File: src/rtl/paicore_dp_pkg.sv
// ----------------------------------------------------------------------------
// paicore_dp_pkg
//   Shared constants and types for the PAICore downstream datapath.
//   DATA_W        : frame width on both the AXIS and the PAICore send side
//   CNT_W         : width of the delivered-frame counter
//   TAIL_PATTERN  : marker value carried on a stripped tlast beat
//   BUF_DEPTH     : number of entries in the skid buffer
//   tx_state_t    : transfer control FSM states
// ----------------------------------------------------------------------------
package paicore_dp_pkg;

    localparam int DATA_W = 64;
    localparam int CNT_W  = 32;
    localparam logic [DATA_W-1:0] TAIL_PATTERN = {DATA_W{1'b1}};
    localparam int BUF_DEPTH = 2;

    typedef enum logic [2:0] {
        IDLE  = 3'd0,
        RUN   = 3'd1,
        FLUSH = 3'd2,
        DONE  = 3'd3,
        WAIT  = 3'd4
    } tx_state_t;

endpackage

File: src/rtl/transport_skid_buf.sv
// ----------------------------------------------------------------------------
// transport_skid_buf
//   Two-entry in-order FIFO used as a skid buffer between the AXIS input and
//   the PAICore send port. The upstream ready is registered: it is computed
//   from the occupancy the buffer will have after this cycle's push/pop, so
//   a beat accepted while ready is high always has a free slot.
//
// Ports
//   clk        in   rising-edge clock
//   rst_n      in   synchronous active-low reset
//   push       in   write din this cycle (ignored when full)
//   din        in   W-bit data to store
//   pop        in   head consumed this cycle (ignored when empty)
//   flush      in   discard all entries (wins over push/pop)
//   allow      in   upstream may be offered a ready next cycle
//   ready      out  registered upstream ready
//   valid      out  buffer non-empty (head valid)
//   dout       out  head entry
//   empty_next out  buffer will be empty after this cycle
// ----------------------------------------------------------------------------
module transport_skid_buf #(
    parameter int W = paicore_dp_pkg::DATA_W
) (
    input  logic         clk,
    input  logic         rst_n,
    input  logic         push,
    input  logic [W-1:0] din,
    input  logic         pop,
    input  logic         flush,
    input  logic         allow,
    output logic         ready,
    output logic         valid,
    output logic [W-1:0] dout,
    output logic         empty_next
);
    import paicore_dp_pkg::*;

    localparam logic [1:0] FULL = 2'(BUF_DEPTH);

    logic [W-1:0] head;
    logic [W-1:0] tail;
    logic [1:0]   count_q;
    logic [1:0]   count_d;
    logic         do_push;
    logic         do_pop;

    // A pop only counts when something is stored; a push is refused when
    // full. With the registered ready a full push cannot be offered, but the
    // guard keeps the storage safe regardless of the caller.
    assign do_pop  = pop && (count_q != 2'd0);
    assign do_push = push && (count_q != FULL);

    // Occupancy after this cycle's activity; drives the registered ready.
    always_comb begin
        count_d = count_q;
        if (flush) begin
            count_d = 2'd0;
        end else begin
            case ({do_push, do_pop})
                2'b10:   count_d = count_q + 2'd1;
                2'b01:   count_d = count_q - 2'd1;
                default: count_d = count_q;
            endcase
        end
    end

    // Storage: head is always the oldest entry. On a pop with two entries
    // the tail shifts into the head; an incoming beat fills whichever slot
    // becomes the youngest.
    always_ff @(posedge clk) begin
        if (!rst_n) begin
            head    <= '0;
            tail    <= '0;
            count_q <= 2'd0;
            ready   <= 1'b0;
        end else if (flush) begin
            head    <= '0;
            tail    <= '0;
            count_q <= 2'd0;
            ready   <= allow;
        end else begin
            count_q <= count_d;
            ready   <= allow && (count_d != FULL);
            if (do_pop) begin
                if (count_q == FULL) begin
                    head <= tail;
                    if (do_push) begin
                        tail <= din;
                    end
                end else if (do_push) begin
                    head <= din;
                end
            end else if (do_push) begin
                if (count_q == 2'd0) begin
                    head <= din;
                end else begin
                    tail <= din;
                end
            end
        end
    end

    assign valid      = (count_q != 2'd0);
    assign dout       = head;
    assign empty_next = (count_d == 2'd0);

endmodule

File: src/rtl/transport_down.sv
// ----------------------------------------------------------------------------
// transport_down
//   Downstream transport stage: drains frames from the AXI-Stream DMA/FIFO
//   and hands them to the PAICore send port over valid/ready. Frames are
//   counted, a single done pulse marks the end of a transfer, and an
//   all-ones tail marker on the tlast beat can be stripped.
//
// Ports
//   s_axis_aclk     in   clock, all logic rising-edge
//   s_axis_aresetn  in   synchronous active-low reset
//   s_axis_tvalid   in   AXIS beat valid
//   s_axis_tready   out  AXIS ready (registered)
//   s_axis_tdata    in   AXIS data
//   s_axis_tlast    in   last beat of the transfer
//   s_axis_hsked    out  AXIS handshake this cycle
//   o_send_valid    out  frame valid to PAICore
//   i_send_ready    in   PAICore accepts the frame this cycle
//   o_send_tdata    out  frame to PAICore
//   i_tx_sending    in   transfer enable; low = idle / abort
//   o_tx_done       out  one-cycle transfer-complete pulse
//   o_frame_count   out  frames delivered in the current transfer
// ----------------------------------------------------------------------------
module transport_down #(
    parameter int                DATA_W       = paicore_dp_pkg::DATA_W,
    parameter int                CNT_W        = paicore_dp_pkg::CNT_W,
    parameter logic [DATA_W-1:0] TAIL_PATTERN = paicore_dp_pkg::TAIL_PATTERN,
    parameter bit                DROP_TAIL    = 1'b1
) (
    input  logic              s_axis_aclk,
    input  logic              s_axis_aresetn,
    input  logic              s_axis_tvalid,
    output logic              s_axis_tready,
    input  logic [DATA_W-1:0] s_axis_tdata,
    input  logic              s_axis_tlast,
    output logic              s_axis_hsked,
    output logic              o_send_valid,
    input  logic              i_send_ready,
    output logic [DATA_W-1:0] o_send_tdata,
    input  logic              i_tx_sending,
    output logic              o_tx_done,
    output logic [CNT_W-1:0]  o_frame_count
);
    import paicore_dp_pkg::*;

    tx_state_t state;
    tx_state_t state_next;

    logic hsk;
    logic tail_beat;
    logic active;
    logic abort;
    logic push;
    logic pop;
    logic allow;
    logic empty_next;

    assign hsk          = s_axis_tvalid && s_axis_tready;
    assign s_axis_hsked = hsk;

    // A tlast beat carrying the marker is handshaked on AXIS but never
    // reaches PAICore.
    assign tail_beat = DROP_TAIL && s_axis_tlast && (s_axis_tdata == TAIL_PATTERN);

    // Dropping the enable while data is moving abandons the transfer; this
    // also beats a tlast arriving in the same cycle.
    assign active = (state == RUN) || (state == FLUSH);
    assign abort  = active && !i_tx_sending;

    assign push  = hsk && (state == RUN) && i_tx_sending && !tail_beat;
    assign pop   = o_send_valid && i_send_ready;
    assign allow = (state_next == RUN);

    transport_skid_buf #(
        .W (DATA_W)
    ) u_skid (
        .clk        (s_axis_aclk),
        .rst_n      (s_axis_aresetn),
        .push       (push),
        .din        (s_axis_tdata),
        .pop        (pop),
        .flush      (abort),
        .allow      (allow),
        .ready      (s_axis_tready),
        .valid      (o_send_valid),
        .dout       (o_send_tdata),
        .empty_next (empty_next)
    );

    // State register.
    always_ff @(posedge s_axis_aclk) begin
        if (!s_axis_aresetn) begin
            state <= IDLE;
        end else begin
            state <= state_next;
        end
    end

    // Next-state logic. FLUSH leaves as soon as the buffer will be empty
    // after this cycle, so the done pulse lands in the cycle right after
    // PAICore takes the final frame. WAIT holds until the enable drops so a
    // long-held enable cannot trigger a second pulse.
    always_comb begin
        state_next = state;
        case (state)
            IDLE: begin
                if (i_tx_sending) begin
                    state_next = RUN;
                end
            end
            RUN: begin
                if (!i_tx_sending) begin
                    state_next = IDLE;
                end else if (hsk && s_axis_tlast) begin
                    state_next = FLUSH;
                end
            end
            FLUSH: begin
                if (!i_tx_sending) begin
                    state_next = IDLE;
                end else if (empty_next) begin
                    state_next = DONE;
                end
            end
            DONE: begin
                state_next = WAIT;
            end
            WAIT: begin
                if (!i_tx_sending) begin
                    state_next = IDLE;
                end
            end
            default: begin
                state_next = IDLE;
            end
        endcase
    end

    assign o_tx_done = (state == DONE);

    // Delivered-frame counter: cleared on entry to a new transfer, held
    // across an abort, saturating rather than wrapping.
    always_ff @(posedge s_axis_aclk) begin
        if (!s_axis_aresetn) begin
            o_frame_count <= '0;
        end else if ((state == IDLE) && i_tx_sending) begin
            o_frame_count <= '0;
        end else if (pop && (o_frame_count != {CNT_W{1'b1}})) begin
            o_frame_count <= o_frame_count + 1'b1;
        end
    end

endmodule
File: config.mk
export PLATFORM = sky130hd
export DESIGN_NAME = transport_down
export DESIGN_NICKNAME = d
export VERILOG_FILES = /design/src/rtl/paicore_dp_pkg.sv /design/src/rtl/transport_skid_buf.sv /design/src/rtl/transport_down.sv
export SDC_FILE = /design/constraint.sdc
export NUM_CORES = 1
export LEC_CHECK = 0
export ABC_AREA = 1
export ABC_CLOCK_PERIOD_IN_PS = 6700
export BUFFER_PORTS_ARGS = -buffer_cell sky130_fd_sc_hd__buf_2
export CORE_ASPECT_RATIO = 1.25
export CORE_MARGIN = 5
export CORE_UTILIZATION = 45
export CTS_CLUSTER_SIZE = 24
export DETAILED_ROUTE_END_ITERATION = 12
export PLACE_DENSITY = 0.68
export SYNTH_ARGS = -nofsm -noshare
export SYNTH_HDL_FRONTEND = slang
export SYNTH_SLANG_ARGS = --single-unit
File: constraint.sdc
create_clock -name s_axis_aclk -period 6.7 [get_ports s_axis_aclk]
set_input_delay 2.01 -clock s_axis_aclk [delete_from_list [all_inputs] [get_ports s_axis_aclk]]
set_output_delay 2.01 -clock s_axis_aclk [all_outputs]
set_load 0.05 [all_outputs]
==> out/results.tsv, run 1 <==
stage	metric	value	unit
yosys	postSynthAreaPerCell	6.943	um2
worst_setup_path	crit_fanout	2	
final_layout	area_growth	18.54	%
clock_tree	clkLatencyLatePin	0.43	ns
placed_design	globalplace.congestion	0.9786	
pwr	power	2.172	mW
worst_setup_path	r2r_start	u_skid.count_q[0]$_SDFF_PP0_	
timing	holdWs	0.4778	ns
route	wire_per_inst	14.13	um
worst_setup_path	cp_data_required_time	4.69	ns
yosys	yosysSeqAreaShare	0.4094	
grt	grt_max_degree	79	
route	postRouteWirelength	21.78	mm
timing	fin_crit_sh	0.6794	
timing	relSlewSlack	0.2832	
grt	grt_antenna_before_repair	4	
timing	grt_setup_unrepaired	no	
placed_design	numPlacedInstances	1508	
timing	fin_crit	4.552	ns
final_layout	final_area	9622	um2
die	die_width	130.1	um
yosys	synthCells	1169	
timing	worst_pin_slew	1.075	ns
grt	grt_use_total	0.2105	
route	first_pass_iters	5	
pwr	vdd_drop_max	0.1849	mV
final_layout	nNetsFinal	1371	
status	status	complete, no violations	
die	coreArea	17960	um2
placed_design	dp_hpwl	14.81	mm
worst_setup_path	start_kind	primary input	
yosys	synth_area	8117	um2
min_path	min_path_cells	2	
clock_tree	clkSinkCount	166	
route	drcViolationCount	0	
die	fp.dieArea	20840	um2
yosys	synth_edf_count	0	
final_layout	drive_gt1_frac	0.1966	
die	io_pins	170	
grt	grt_overflow	0	
clock_tree	post_cts_buffers	0	
worst_setup_path	r2r_slack	3.55	ns
pwr	p_leak	4.588	nW
clock_tree	cts_tree	done	
timing	max_freq	219.7	MHz
final_layout	regArea	3323	um2
clock_tree	holdBufCountCts	0	
pwr	cellPowerDensity	225.7	nW/um2
worst_setup_path	endpoint_kind	output pin	
grt	grt_pass1_wl	35.87	mm
route	drt_iter0_markers	427	
yosys	synth_flop_cell	dfxtp_1	
route	vias	7801	
timing	skew	0.01229	ns
die	fp.dieH	160.2	um
yosys	synth.area.top_cells	dfxtp_1, nand2_1, nor2_1	
clock_tree	h-tree-depth	4	
yosys	synth.top_cell.area_share	0.4094	
clock_tree	path_clk_slew	0.07	ns
yosys	synthArstFlopShare	0	
job	cap_violations	0	
yosys	yosys_warnings	0	
timing	final_hold_viol_count	0	
timing	maxSlewViolCount	0	
final_layout	finalNonFillerCells	1541	
min_path	min_to	u_skid.dout[24]$_SDFFE_PP0P_	
clock_tree	clockBufferDepth	2	
clock_tree	cts-buffers-inserted	17	
placed_design	io_buffers	169	
placed_design	placed_area	9002	um2
final_layout	n_fill_cell	1795	
yosys	ys_seq_elements	166	
yosys	synth_cell_type_count	35	
clock_tree	post_cts_resized	0	
final_layout	multi_input_comb_area	4128	um2
route	postRouteAntennaNets	0	
yosys	synth_top_area_cell	dfxtp_1	
die	placementRows	55	
min_path	hold_start	u_skid.dout[24]$_SDFFE_PP0P_	
timing	fin_setup_tns	0	ns
min_path	hp-class	flop to flop	
route	detail_route.vias_per_cell	5.062	
worst_setup_path	reg2reg_depth	10	
yosys	synth_nets	1241	
clock_tree	cts-root-buf	clkbuf_16	
die	start_util	0.4519	
grt	grt_pass1_vias	7449	
worst_setup_path	critPathKind	primary input to output pin	
worst_setup_path	worstReg2RegEnd	u_skid.dout[60]$_SDFFE_PP0P_	
timing	setup_violations	0	
worst_setup_path	arrival	2.54	ns
==> cells in the mapped netlist (all sizes together) (6+ instances only) <==
library cell and number:
mux2i 26, xnor2 6, xor2 11, a21oi 63, inv 94, dfxtp 166
clkbuf 24, o21ai 76, nor3 87, nand3 50, nand4 8, nand2 245
buf 43, mux2 30, nor2 226
==> layer usage <==
layer / wire, um / vias to the layer above / GRT usage
li1: - / 4021 / -
met1: 9161 / 3489 / 0.2597
met2: 10470 / 231 / 0.3455
met3: 1498 / 54 / 0.05821
met4: 611 / 6 / 0.08081
met5: 41 / - / 0
==> layout by cell type (no fill, tap or decap), types with 2 or more instances in the layout <==
cell type	instances
nand2_1	238
inv_1	93
nand4_1	8
inv_6	5
xnor2_1	6
o21ai_1	11
buf_2	169
clkbuf_16	17
clkinv_2	2
mux2_2	30
dfxtp_1	166
xor2_1	11
ha_1	2
buf_4	9
nor2_4	2
clkinv_4	2
nor3_2	3
nand3b_1	2
mux2i_1	26
nor2_2	3
nand3_1	49
a21oi_1	63
nor2_1	221
nand2_2	6
o21bai_1	2
nor3_1	84
o21ai_0	65
inv_8	2
bufinv_16	3
==> worst max path at each step <==
stage | startpoint | to | slack, ns | depth (start not counted)
after CTS | s_axis_tvalid | s_axis_hsked | 2.15 | 4
after global routing | s_axis_tdata[47] | u_skid.dout[58]$_SDFFE_PP0P_ | 1.95 | 14
after detailed placement | s_axis_tdata[47] | u_skid.dout[60]$_SDFFE_PP0P_ | 1.79 | 14
final | s_axis_tvalid | s_axis_hsked | 2.15 | 4
after floorplan | s_axis_tvalid | s_axis_hsked | 2.26 | 2
after global placement | s_axis_tdata[45] | u_skid.dout[46]$_SDFFE_PP0P_ | 1.85 | 16
==> power by group <==
group / internal [mW] / switching [mW] / total, mW
combinational: 0.0469 / 0.0991 / 0.146
clock: 0.598 / 0.432 / 1.03
sequential: 0.993 / 0.00372 / 0.996
==> stage by stage <==
stage / util / setup slack, ns
floorplan: - / 2.263
global placement: 0.5012 / 1.855
detailed placement: 0.5012 / 1.791
CTS: 0.5356 / 2.150
global route: 0.5357 / 1.949
finish: 0.5357 / 2.148
==> layout make-up <==
class                      instances  share of cell area
antenna                            1           0.0002601
inverter                          94             0.03667
sequential                       166              0.3454
tap                              228             0.02965
clock inverter                    15             0.01990
clock buffer                      17             0.04421
multi-input combinational        842              0.4290
timing repair buffer             178             0.09493
==> logic make-up (layout without fill, tap and decap cells) <==
group           after synthesis  after routing  share of synthesized area
fa+ha+maj                     2              2                   0.003083
mux                          56             56                    0.07369
buf+inv                     161            304                    0.08448
flops                       166            166                     0.4094
simple gates                622            622                     0.3199
compound gates              145            145                    0.09111
other cells                   0              1                          0
xor+xnor                     17             17                    0.01834
==> critical path, cell delays in order <==
cell and delay (ns):
buf_2 0.08, nand2_1 0.10, inv_1 0.09, buf_2 0.26
==> state kept, by name, indices dropped and copies added, names as in the netlist <==
name / flops
u_skid.dout: 64
u_skid.tail: 64
o_frame_count: 32
state: 3
u_skid.count_q: 2
u_skid.ready: 1
Note: power is estimated with default switching activity, not from simulation.
==> run 2, diff against run 1 <==
- ABC_CLOCK_PERIOD_IN_PS: 6700 -> 3990
- PLACE_DENSITY: 0.68 -> 0.7
- clock period: 6.7 -> 3.99 ns (I/O delays scaled with it)
==> run 2 against run 1 <==
Net effect:
- sequential power is 68% higher
- cell count is 0.39% higher
- clock skew is 0.0057 ns lower
- clock-buffer cell count is 1 higher
- global-route usage is 0.44 points higher
- first-iteration DRC count is 17% higher
- wire length is 3.0% higher
- setup slack worse by 1.1 ns
- critical path depth stayed put
- clock power is 49% higher
==> out/results.tsv, run 2 (same netlist as run 1, synthesis figures left out) <==
stage	metric	value	unit	change
status	status	complete, no violations		
pwr	vdd_drop_max	0.2639	mV	+43%
worst_setup_path	worstReg2RegEnd	u_skid.ready$_SDFF_PN0_		
clock_tree	clockBufferDepth	2		unchanged
worst_setup_path	crit_fanout	2		unchanged
timing	skew	0.006610	ns	-0.005678 ns
route	detail_route.vias_per_cell	5.147		+1.7%
die	die_width	130.1	um	unchanged
clock_tree	holdBufCountCts	0		unchanged
timing	final_hold_viol_count	0		unchanged
worst_setup_path	endpoint	s_axis_hsked		
grt	grt_use_total	0.2148		+0.004386
placed_design	globalplace.congestion	0.9291		-5.1%
worst_setup_path	endpoint_kind	output pin		
route	postRouteAntennaNets	0		unchanged
timing	fin_crit_sh	0.7360		
timing	max_freq	340.5	MHz	
final_layout	final_common_cell	nand2_1		
clock_tree	cts-root-buf	clkbuf_16		
final_layout	final_cell_mix	nand2_1, nor2_1, buf_2		
die	coreArea	17960	um2	unchanged
route	drcViolationCount	0		unchanged
timing	relSlewSlack	0.5113		+0.2281
placed_design	io_buffers	169		unchanged
grt	grt_max_degree	65		-18%
route	drt_iter0_markers	501		+17%
timing	fin_crit	2.937	ns	
die	start_util	0.4519		unchanged
final_layout	final_area	9632	um2	+0.10%
timing	worst_pin_slew	0.7331	ns	-0.3422 ns
timing	grt_setup_unrepaired	no		
worst_setup_path	arrival	1.74	ns	-0.80 ns
worst_setup_path	cp_data_required_time	2.79	ns	-1.90 ns
pwr	cellPowerDensity	358.8	nW/um2	+59%
final_layout	nNetsFinal	1377		+0.44%
clock_tree	clkSinkCount	166		unchanged
job	cap_violations	0		unchanged
final_layout	area_growth	18.67	%	
die	placementRows	55		unchanged
timing	maxSlewViolCount	0		unchanged
worst_setup_path	reg2reg_depth	9		-1
clock_tree	cts_tree	done		
final_layout	regArea	3323	um2	unchanged
clock_tree	path_clk_slew	0.06	ns	about the same
min_path	hp-class	flop to flop		
final_layout	multi_input_comb_area	4128	um2	unchanged
clock_tree	post_cts_resized	0		unchanged
route	postRouteWirelength	22.45	mm	+3.0%
final_layout	drive_gt1_frac	0.1997		+0.003050
grt	grt_pass1_wl	36.63	mm	+2.1%
placed_design	dp_hpwl	15.49	mm	+4.6%
timing	fin_setup_tns	0	ns	unchanged
pwr	power	3.456	mW	+59%
timing	setup_violations	0		unchanged
grt	grt_pass1_vias	7497		+0.64%
clock_tree	cts-buffers-inserted	17		unchanged
placed_design	placed_area	9085	um2	+0.92%
worst_setup_path	r2r_start	u_skid.count_q[0]$_SDFF_PP0_		
clock_tree	h-tree-depth	4		unchanged
worst_setup_path	start_kind	primary input		
die	fp.dieArea	20840	um2	unchanged
worst_setup_path	startpoint	s_axis_tvalid		
worst_setup_path	r2r_slack	1.64	ns	-1.91 ns
worst_setup_path	critPathKind	primary input to output pin		
die	fp.dieH	160.2	um	unchanged
pwr	p_leak	4.576	nW	-0.26%
grt	grt_antenna_before_repair	7		+3
route	vias	7962		+2.1%
clock_tree	post_cts_buffers	0		unchanged
grt	grt_overflow	0		unchanged
route	wire_per_inst	14.51	um	+2.6%
die	io_pins	170		unchanged
clock_tree	clkLatencyLatePin	0.42	ns	about the same
final_layout	n_fill_cell	1808		+0.72%
route	first_pass_iters	4		-1
run 2: where the power goes:
part           switching (mW)  total (mW)  internal, mW
combinational           0.170       0.254        0.0839
clock                   0.712        1.53         0.817
sequential            0.00608        1.67          1.67
run 2: routing by layer:
metal  part of all wire  track usage
met5             0.0022            0
met4              0.031      0.09405
met3              0.062      0.05152
met2               0.48       0.3548
met1               0.42       0.2630
run 2: cell type report:
type / instances / share of cell area
clock buffer: 18 / 0.04560
timing repair buffer: 184 / 0.1034
antenna: 2 / 0.0005196
inverter: 94 / 0.03663
multi-input combinational: 842 / 0.4286
sequential: 166 / 0.3450
clock inverter: 13 / 0.01065
tap: 228 / 0.02962
run 2: worst min path at each step:
| stage | end | from | cells past startpoint |
|---|---|---|---|
| after detailed placement | u_skid.dout[22]$_SDFFE_PP0P_ | u_skid.dout[22]$_SDFFE_PP0P_ | 2 |
| after CTS | u_skid.dout[22]$_SDFFE_PP0P_ | u_skid.dout[22]$_SDFFE_PP0P_ | 2 |
| after global routing | u_skid.dout[42]$_SDFFE_PP0P_ | u_skid.dout[42]$_SDFFE_PP0P_ | 2 |
| final | u_skid.dout[24]$_SDFFE_PP0P_ | u_skid.dout[24]$_SDFFE_PP0P_ | 2 |
| after global placement | u_skid.dout[22]$_SDFFE_PP0P_ | u_skid.dout[22]$_SDFFE_PP0P_ | 2 |
| after floorplan | u_skid.tail[25]$_SDFFE_PP0P_ | u_skid.tail[25]$_SDFFE_PP0P_ | 2 |
run 2: per-stage QoR:
stage	std cells	hold slack [ns]	utilization	worst slack [ns]
after CTS	1545	0.4813	0.5360	1.054
after global routing	1547	0.4980	0.5363	0.8424
after floorplan	1169	0.4596	-	0.9278
after detailed placement	1514	0.4648	0.5058	0.6534
after global placement	1514	0.4557	0.5058	0.6833
final	1547	0.4753	0.5363	1.053
run 2: worst max-delay path: stages:
cell	delay, ns
buf_2	0.07
nand2_1	0.11
inv_1	0.10
buf_2	0.26
